File: src/rtl/mul_err_pkg.sv
// Shared types and constants for the multiplier error sweeper.
package mul_err_pkg;

  typedef enum logic [1:0] {
    IDLE  = 2'd0,
    RUN   = 2'd1,
    DRAIN = 2'd2,
    DONE  = 2'd3
  } sweep_state_t;

  localparam int unsigned DRAIN_CYC = 2;

  function automatic int unsigned n_pairs(input int unsigned w, input int unsigned lo);
    int unsigned span;
    span = (32'd1 << w) - lo;
    return span * span;
  endfunction

endpackage

File: src/rtl/mul_err_sweeper_if.sv
// Operand/product bus between the sweeper and the multiplier under test.
interface mul_err_sweeper_if #(
  parameter int W = 8
);
  logic [W-1:0]   mul_a;
  logic [W-1:0]   mul_b;
  logic [2*W-1:0] mul_s;

  modport master (output mul_a, output mul_b, input mul_s);
  modport slave  (input mul_a, input mul_b, output mul_s);
endinterface

File: src/rtl/mul_err_sweeper_err_accum.sv
// Stage 2: absolute error of a captured product and the four result registers.
module err_accum #(
  parameter int W     = 8,
  parameter int ACC_W = 32
) (
  input  logic             clk,
  input  logic             rst_n,
  input  logic             valid,
  input  logic [2*W-1:0]   mul_s_q,
  input  logic [2*W-1:0]   exact_q,
  input  logic             clr,
  output logic [ACC_W-1:0] sum_err,
  output logic [2*W-1:0]   max_err,
  output logic [2*W-1:0]   num_wrong,
  output logic [2*W-1:0]   num_correct
);

  logic [2*W:0]     dfull;
  logic [2*W:0]     dmag;
  logic [2*W-1:0]   diff;
  logic [ACC_W-1:0] sum_q, sum_d;
  logic [2*W-1:0]   max_q, max_d;
  logic [2*W-1:0]   wrong_q, wrong_d;
  logic [2*W-1:0]   correct_q, correct_d;

  // One extra bit keeps the sign of the difference; its magnitude always fits in 2W bits.
  always_comb begin
    dfull = {1'b0, mul_s_q} - {1'b0, exact_q};
    dmag  = dfull[2*W] ? (~dfull + 1'b1) : dfull;
    diff  = dmag[2*W-1:0];
  end

  always_comb begin
    sum_d     = sum_q;
    max_d     = max_q;
    wrong_d   = wrong_q;
    correct_d = correct_q;
    if (clr) begin
      sum_d     = '0;
      max_d     = '0;
      wrong_d   = '0;
      correct_d = '0;
    end else if (valid) begin
      sum_d = sum_q + ACC_W'(diff);
      if (diff > max_q) begin
        max_d = diff;
      end
      if (diff != '0) begin
        wrong_d = wrong_q + 1'b1;
      end else begin
        correct_d = correct_q + 1'b1;
      end
    end
  end

  always_ff @(posedge clk or negedge rst_n) begin
    if (!rst_n) begin
      sum_q     <= '0;
      max_q     <= '0;
      wrong_q   <= '0;
      correct_q <= '0;
    end else begin
      sum_q     <= sum_d;
      max_q     <= max_d;
      wrong_q   <= wrong_d;
      correct_q <= correct_d;
    end
  end

  assign sum_err     = sum_q;
  assign max_err     = max_q;
  assign num_wrong   = wrong_q;
  assign num_correct = correct_q;

endmodule

File: src/rtl/mul_err_sweeper.sv
// Sweeps all operand pairs LO..2^W-1 through an external multiplier and accumulates its error metrics.
module mul_err_sweeper
  import mul_err_pkg::*;
#(
  parameter int W     = 8,
  parameter int LO    = 1,
  parameter int ACC_W = 32
) (
  input  logic                    clk,
  input  logic                    rst_n,
  input  logic                    start,
  input  logic                    abort,
  mul_err_sweeper_if.master       mul,
  output logic                    busy,
  output logic                    done,
  output logic [ACC_W-1:0]        sum_err,
  output logic [2*W-1:0]          max_err,
  output logic [2*W-1:0]          num_wrong,
  output logic [2*W-1:0]          num_correct
);

  localparam logic [W-1:0] OP_LO  = W'(LO);
  localparam logic [W-1:0] OP_MAX = '1;

  sweep_state_t   state_q, state_d;
  logic [W-1:0]   a_q, a_d;
  logic [W-1:0]   b_q, b_d;
  logic [1:0]     drain_q, drain_d;
  logic           v1_q, v1_d;
  logic [2*W-1:0] s1_q, s1_d;
  logic [2*W-1:0] ex_q, ex_d;
  logic           clr;
  logic           acc_valid;

  always_comb begin
    state_d = state_q;
    a_d     = a_q;
    b_d     = b_q;
    drain_d = drain_q;
    v1_d    = 1'b0;
    s1_d    = s1_q;
    ex_d    = ex_q;
    clr     = 1'b0;
    case (state_q)
      IDLE: begin
        if (start) begin
          state_d = RUN;
          a_d     = OP_LO;
          b_d     = OP_LO;
          clr     = 1'b1;
        end
      end
      RUN: begin
        v1_d = 1'b1;
        s1_d = mul.mul_s;
        ex_d = (2*W)'(a_q) * (2*W)'(b_q);
        if (b_q == OP_MAX) begin
          b_d = OP_LO;
          if (a_q == OP_MAX) begin
            state_d = DRAIN;
            drain_d = '0;
          end else begin
            a_d = a_q + 1'b1;
          end
        end else begin
          b_d = b_q + 1'b1;
        end
      end
      DRAIN: begin
        if (drain_q == 2'(DRAIN_CYC - 1)) begin
          state_d = DONE;
        end else begin
          drain_d = drain_q + 1'b1;
        end
      end
      DONE: state_d = IDLE;
      default: state_d = IDLE;
    endcase
    // abort overrides everything, including a start seen in the same cycle
    if (abort) begin
      state_d = IDLE;
      v1_d    = 1'b0;
      clr     = 1'b0;
    end
  end

  always_ff @(posedge clk or negedge rst_n) begin
    if (!rst_n) begin
      state_q <= IDLE;
      a_q     <= '0;
      b_q     <= '0;
      drain_q <= '0;
      v1_q    <= 1'b0;
      s1_q    <= '0;
      ex_q    <= '0;
    end else begin
      state_q <= state_d;
      a_q     <= a_d;
      b_q     <= b_d;
      drain_q <= drain_d;
      v1_q    <= v1_d;
      s1_q    <= s1_d;
      ex_q    <= ex_d;
    end
  end

  assign mul.mul_a = (state_q == RUN) ? a_q : '0;
  assign mul.mul_b = (state_q == RUN) ? b_q : '0;
  assign busy      = (state_q == RUN) || (state_q == DRAIN);
  assign done      = (state_q == DONE);
  assign acc_valid = v1_q && !abort;

  err_accum #(
    .W     (W),
    .ACC_W (ACC_W)
  ) u_accum (
    .clk         (clk),
    .rst_n       (rst_n),
    .valid       (acc_valid),
    .mul_s_q     (s1_q),
    .exact_q     (ex_q),
    .clr         (clr),
    .sum_err     (sum_err),
    .max_err     (max_err),
    .num_wrong   (num_wrong),
    .num_correct (num_correct)
  );

endmodule

File: src/flat_wrapper.sv
// flat-port wrapper written by rule: the top's interface ports become plain ports
module mul_err_sweeper_flat import mul_err_pkg::*;
#(
  parameter int W     = 8,
  parameter int LO    = 1,
  parameter int ACC_W = 32
)
  (clk, rst_n, start, abort, busy, done, sum_err, max_err, num_wrong, num_correct, mul_mul_a, mul_mul_b, mul_mul_s);
  mul_err_sweeper_if #(.W(W)) mul_i ();
  input  logic clk;
  input  logic rst_n;
  input  logic start;
  input  logic abort;
  output logic busy;
  output logic done;
  output logic [ACC_W-1:0] sum_err;
  output logic [2*W-1:0] max_err;
  output logic [2*W-1:0] num_wrong;
  output logic [2*W-1:0] num_correct;
  output wire logic [$bits(mul_i.mul_a)-1:0] mul_mul_a;
  output wire logic [$bits(mul_i.mul_b)-1:0] mul_mul_b;
  input wire logic [$bits(mul_i.mul_s)-1:0] mul_mul_s;
  assign mul_mul_a = mul_i.mul_a;
  assign mul_mul_b = mul_i.mul_b;
  assign mul_i.mul_s = mul_mul_s;
  mul_err_sweeper #(.W(W), .LO(LO), .ACC_W(ACC_W)) u_core (.clk(clk), .rst_n(rst_n), .start(start), .abort(abort), .mul(mul_i), .busy(busy), .done(done), .sum_err(sum_err), .max_err(max_err), .num_wrong(num_wrong), .num_correct(num_correct));
endmodule
File: config.mk
export PLATFORM = sky130hd
export DESIGN_NAME = mul_err_sweeper_flat
export DESIGN_NICKNAME = d
export VERILOG_FILES = /design/src/rtl/mul_err_pkg.sv /design/src/rtl/mul_err_sweeper_if.sv /design/src/rtl/mul_err_sweeper_err_accum.sv /design/src/rtl/mul_err_sweeper.sv /design/src/flat_wrapper.sv
export SDC_FILE = /design/constraint.sdc
export NUM_CORES = 1
export LEC_CHECK = 0
export ABC_CLOCK_PERIOD_IN_PS = 13400
export BUFFER_PORTS_ARGS = -buffer_cell sky130_fd_sc_hd__buf_2
export CAP_MARGIN = 20
export CORE_ASPECT_RATIO = 2
export CORE_MARGIN = 4
export CORE_UTILIZATION = 67
export CTS_BUF_LIST = sky130_fd_sc_hd__clkbuf_4
export DETAILED_ROUTE_END_ITERATION = 10
export PLACE_DENSITY_LB_ADDON = 0.05
export SYNTH_ARGS = -nofsm -noshare
export SYNTH_HDL_FRONTEND = slang
export SYNTH_SLANG_ARGS = --single-unit
File: constraint.sdc
create_clock -name clk -period 13.4 [get_ports clk]
set_clock_uncertainty 0.1 [all_clocks]
set_input_delay 2.68 -clock clk [delete_from_list [all_inputs] [get_ports clk]]
set_output_delay 2.68 -clock clk [all_outputs]
set_load 0.05 [all_outputs]
==> results.rst <==
.. list-table::
   :header-rows: 1

   * - Metric
     - Value
   * - I/O Buffers
     - 117
   * - Per-cell routed wire length
     - 17.4 um
   * - Most common cell after layout, fill and taps aside
     - sky130_fd_sc_hd__dfrtp_1
   * - Predominant post-synthesis flop cell
     - sky130_fd_sc_hd__dfrtp_1
   * - WL final
     - between 20 and 30 mm
   * - Endpoint kind of the worst setup timing path
     - register
   * - Max-slew headroom at the worst pin
     - 39.4%
   * - Area of the core
     - 15900 um2
   * - Fraction of power consumed by sequential logic
     - 18.3%
   * - Final setup vio count
     - 0
   * - Initial core utilization
     - 68.3%
   * - Total number of H-tree levels
     - 4
   * - Vertical extent of the die
     - between 150 and 200 um
   * - Design internal power
     - 1.46 mW
   * - Vias in the first global route
     - 9681
   * - Share of the yosys chip area belonging to registers
     - between 30% and 40%
   * - Remaining number of nets flagged by the antenna check after routing
     - 0
   * - Nets
     - 1493
   * - Via count
     - 9462
   * - Worst-path fanout max
     - 15
   * - Filler cells
     - roughly 1.3k
   * - DP Wirelength
     - 20.8 mm
   * - Standard cell with the maximum stage delay on the critical path
     - sky130_fd_sc_hd__o311ai_0
   * - Net Sw Power
     - ~1.7 mW
   * - Crit path required time
     - ~14000 ps
   * - Launching element type of the critical path
     - register
   * - Residual DRC count
     - 0
   * - FFs w/ async S/R, synth
     - 100%
   * - Critical path's most frequent cell
     - sky130_fd_sc_hd__o21ai_0
   * - FMAX
     - 170 MHz
   * - Worst ir drop on vdd
     - 0.000143 V
   * - Layout Cells excl Fill
     - around 1.6k
   * - Count of pins on the block boundary
     - 118
   * - Final Wtd Congestion
     - 0.887
   * - Overflow left after global routing
     - 0
   * - Setup bufs post-CTS
     - 0
   * - Floorplan die area
     - 18400 um2
   * - Antenna violations before repair
     - 1
   * - # hold bufs at CTS
     - 0
   * - Synthesis Warnings
     - 0
   * - Combinational group share of total power
     - 72.6%
   * - Syn Std Cell Area
     - ~11000 um2
   * - Row count
     - 65
   * - Count of different cell masters after synthesis
     - 72
   * - Worst-case clock buffer depth
     - 2
   * - Critical path type
     - reg -> reg
   * - Cell total after placement
     - 1518
   * - Switching part of the total
     - 53.3%
   * - Ordered cell list for the critical path
     - inv_1 -> ha_1 -> inv_1 -> fa_1 -> a211oi_2 -> o31ai_4 -> o2111ai_1 -> a21o_1 -> nand2_1 -> o21ai_0 -> inv_1 -> fa_1 -> nor2b_1 -> o21ai_0 -> a21boi_0 -> o21ai_0 -> a21boi_0 -> o21ai_0 -> o311ai_0 -> a21oi_1 -> nand3b_1 -> xor2_1 -> nor2_1
   * - Max-slew violation count
     - 0
   * - Resize count post-CTS
     - 0
   * - Clock latency reported for the late side of the worst-skew pair
     - 560 ps
   * - Final period demand of the worst path
     - around 6000 ps
   * - TritonCTS buffer count
     - 17
   * - Max-cap violation count
     - 0
   * - Via count normalized by instance count
     - 6.10
   * - EDFF count, synth
     - 0
   * - Setup repair after global routing missed its margin
     - no
   * - Final total power
     - 3.12 mW
   * - Pin count of the biggest net entering global routing
     - 81
   * - GR Util All Layers
     - 30.2%
   * - Clock group share of total power
     - a little under a tenth
   * - Area added between synthesis and finish
     - 9.48%
   * - Measured slew at the worst slew-check pin
     - slightly above 900 ps
   * - Highest cell delay on the worst timing path
     - between 400 and 500 ps
   * - Summed negative setup slack over all endpoints
     - 0 ps
   * - Number of hold violations in the final report
     - 0
   * - Cell count after synthesis
     - around 1.2k
   * - Buffers and inverters on the worst path
     - 3
   * - Post-synthesis area per instance
     - 8.71 um2
   * - Share of layout cells above drive strength 1
     - 13.9%
   * - HP Class
     - reg -> reg
   * - Final cycle utilization of the critical path
     - a little over two fifths
   * - Clock tree root driver cell
     - sky130_fd_sc_hd__clkbuf_4
   * - Number of nets produced by synthesis
     - roughly 1.4k
   * - Die W
     - 97.9 um
   * - Largest delay contributor family on the critical path
     - compound AO/OA/AOI/OAI gates
   * - Endpoint arrival time on the critical path
     - 6210 ps
   * - Standby leakage power
     - 5.82 nW
   * - CTS Sinks
     - 133
   * - Pre-Repair DR Iteration Count
     - 7
   * - Outcome
     - finished, final reports clean
   * - CTS tree
     - yes
   * - Synthesized flop and latch total
     - 133
   * - Global-route wire length before repair
     - about 45 mm
   * - Power per Cell Area
     - 263 nW/um2
   * - CTS clock-pin slew for the worst setup and hold paths
     - 110 ps
   * - Detailed Route Iter0 Violations
     - 363
   * - Commonest cells after routing, fill and taps aside
     - sky130_fd_sc_hd__dfrtp_1, sky130_fd_sc_hd__nand2_1, sky130_fd_sc_hd__inv_1
synthesized netlist by cell type (all sizes together), types with 15 or more instances:
master / count / area, um2
fa: 38 / 761
nand3: 32 / 160
inv: 117 / 439
ha: 98 / 1230
nand4: 24 / 150
dfrtp: 133 / 3330
or3: 18 / 113
nand2: 122 / 460
xnor2: 47 / 412
and2: 66 / 413
mux2i: 23 / 230
a21o: 15 / 113
and3: 17 / 106
a21oi: 60 / 304
o21ai: 88 / 440
o31ai: 15 / 126
clkbuf: 44 / 165
xor2: 21 / 184
nor2: 98 / 368
mux2: 16 / 180
kinds of logic (layout without fill, tap and decap cells):
logic type,count (synthesis),in the layout,synth area share [%]
compound gates,252,252,14.9
xor+xnor,68,68,5.49
fa+ha+maj,136,136,18.3
buf+inv,170,274,5.94
flops,133,133,30.7
mux,39,39,3.79
other cells,0,1,0
simple gates,447,447,20.8
registers in the layout, summed over array words and instances (netlist names), 8 cells and up:
register                    flops
u_core.b_q                      8
u_core.u_accum.num_correct     16
u_core.u_accum.sum_err         32
u_core.u_accum.max_err         16
u_core.s1_q                    16
u_core.a_q                      8
u_core.ex_q                    16
u_core.u_accum.num_wrong       16
worst reg2reg max path, delay by kind of cell, from the launching register on:
kind | cells | cell delay, ps
xor gates and xnor gates | 1 | 190
DFF | 1 | 370
buffers and inverters | 3 | 250
adders and majority gates | 3 | 1010
AOI/OAI and AO/OA | 12 | 3310
and+or+nand+nor | 4 | 550
metrics by stage:
stage / area [um2] / setup slack [ps] / hold slack, ps / util [%]
after floorplan: 10800 / 8300 / 355 / -
after global placement: 11600 / 7790 / 395 / 72.8
after detailed placement: 11600 / 7590 / 401 / 72.8
after CTS: 11800 / 7510 / 425 / 74.6
after global routing: 11900 / 7070 / 437 / 74.8
final: 11900 / 7520 / 428 / 74.8
layer usage:
metal | share of wire [%] | vias to the layer above | GRT usage, % | routed length, um
li1 | - | 4472 | - | -
met1 | 35 | 4620 | 30.1 | 9530
met2 | 56 | 268 | 57.6 | 15000
met3 | 3.7 | 102 | 4.65 | 998
met4 | 5.1 | 0 | 16.8 | 1380
met5 | 0 | - | 0 | 0
path summary, 6_finish.rpt:
check	cells after the start	from	slack, ps	endpoint
hold / removal	1	u_core.s1_q[4]$_DFFE_PN0P_	430	u_core.s1_q[4]$_DFFE_PN0P_
setup / recovery	23	u_core.s1_q[0]$_DFFE_PN0P_	7520	u_core.u_accum.sum_err[28]$_DFFE_PN0P_
max in group asynchronous	3	rst_n	10240	u_core.ex_q[5]$_DFFE_PN0P_
setup reg to reg	23	u_core.s1_q[0]$_DFFE_PN0P_	7520	u_core.u_accum.sum_err[28]$_DFFE_PN0P_
hold reg to reg	1	u_core.s1_q[4]$_DFFE_PN0P_	430	u_core.s1_q[4]$_DFFE_PN0P_
min in group asynchronous	1	rst_n	1960	u_core.u_accum.sum_err[14]$_DFFE_PN0P_
layout make-up:
class	count	area, um2	share of cell area [%]
diodes	1	2.50	0.0211
clock buffers	20	150	1.27
clock inverters	11	135	1.14
inverters	117	439	3.70
multi-input cells	942	6880	58.0
flip-flops and latches	133	3330	28.0
well taps	201	251	2.12
repair buffers	126	679	5.73
power groups by stage:
stage / Sequential (mW) / Clock (mW) / Combinational, mW
floorplan: 0.655 / 0 / 1.65
global placement: 0.575 / 0 / 2.19
detailed placement: 0.578 / 0 / 2.24
CTS: 0.570 / 0.289 / 2.25
global route: 0.582 / 0.304 / 2.51
finish: 0.573 / 0.284 / 2.26
Note: power is estimated with default switching activity, not from simulation.
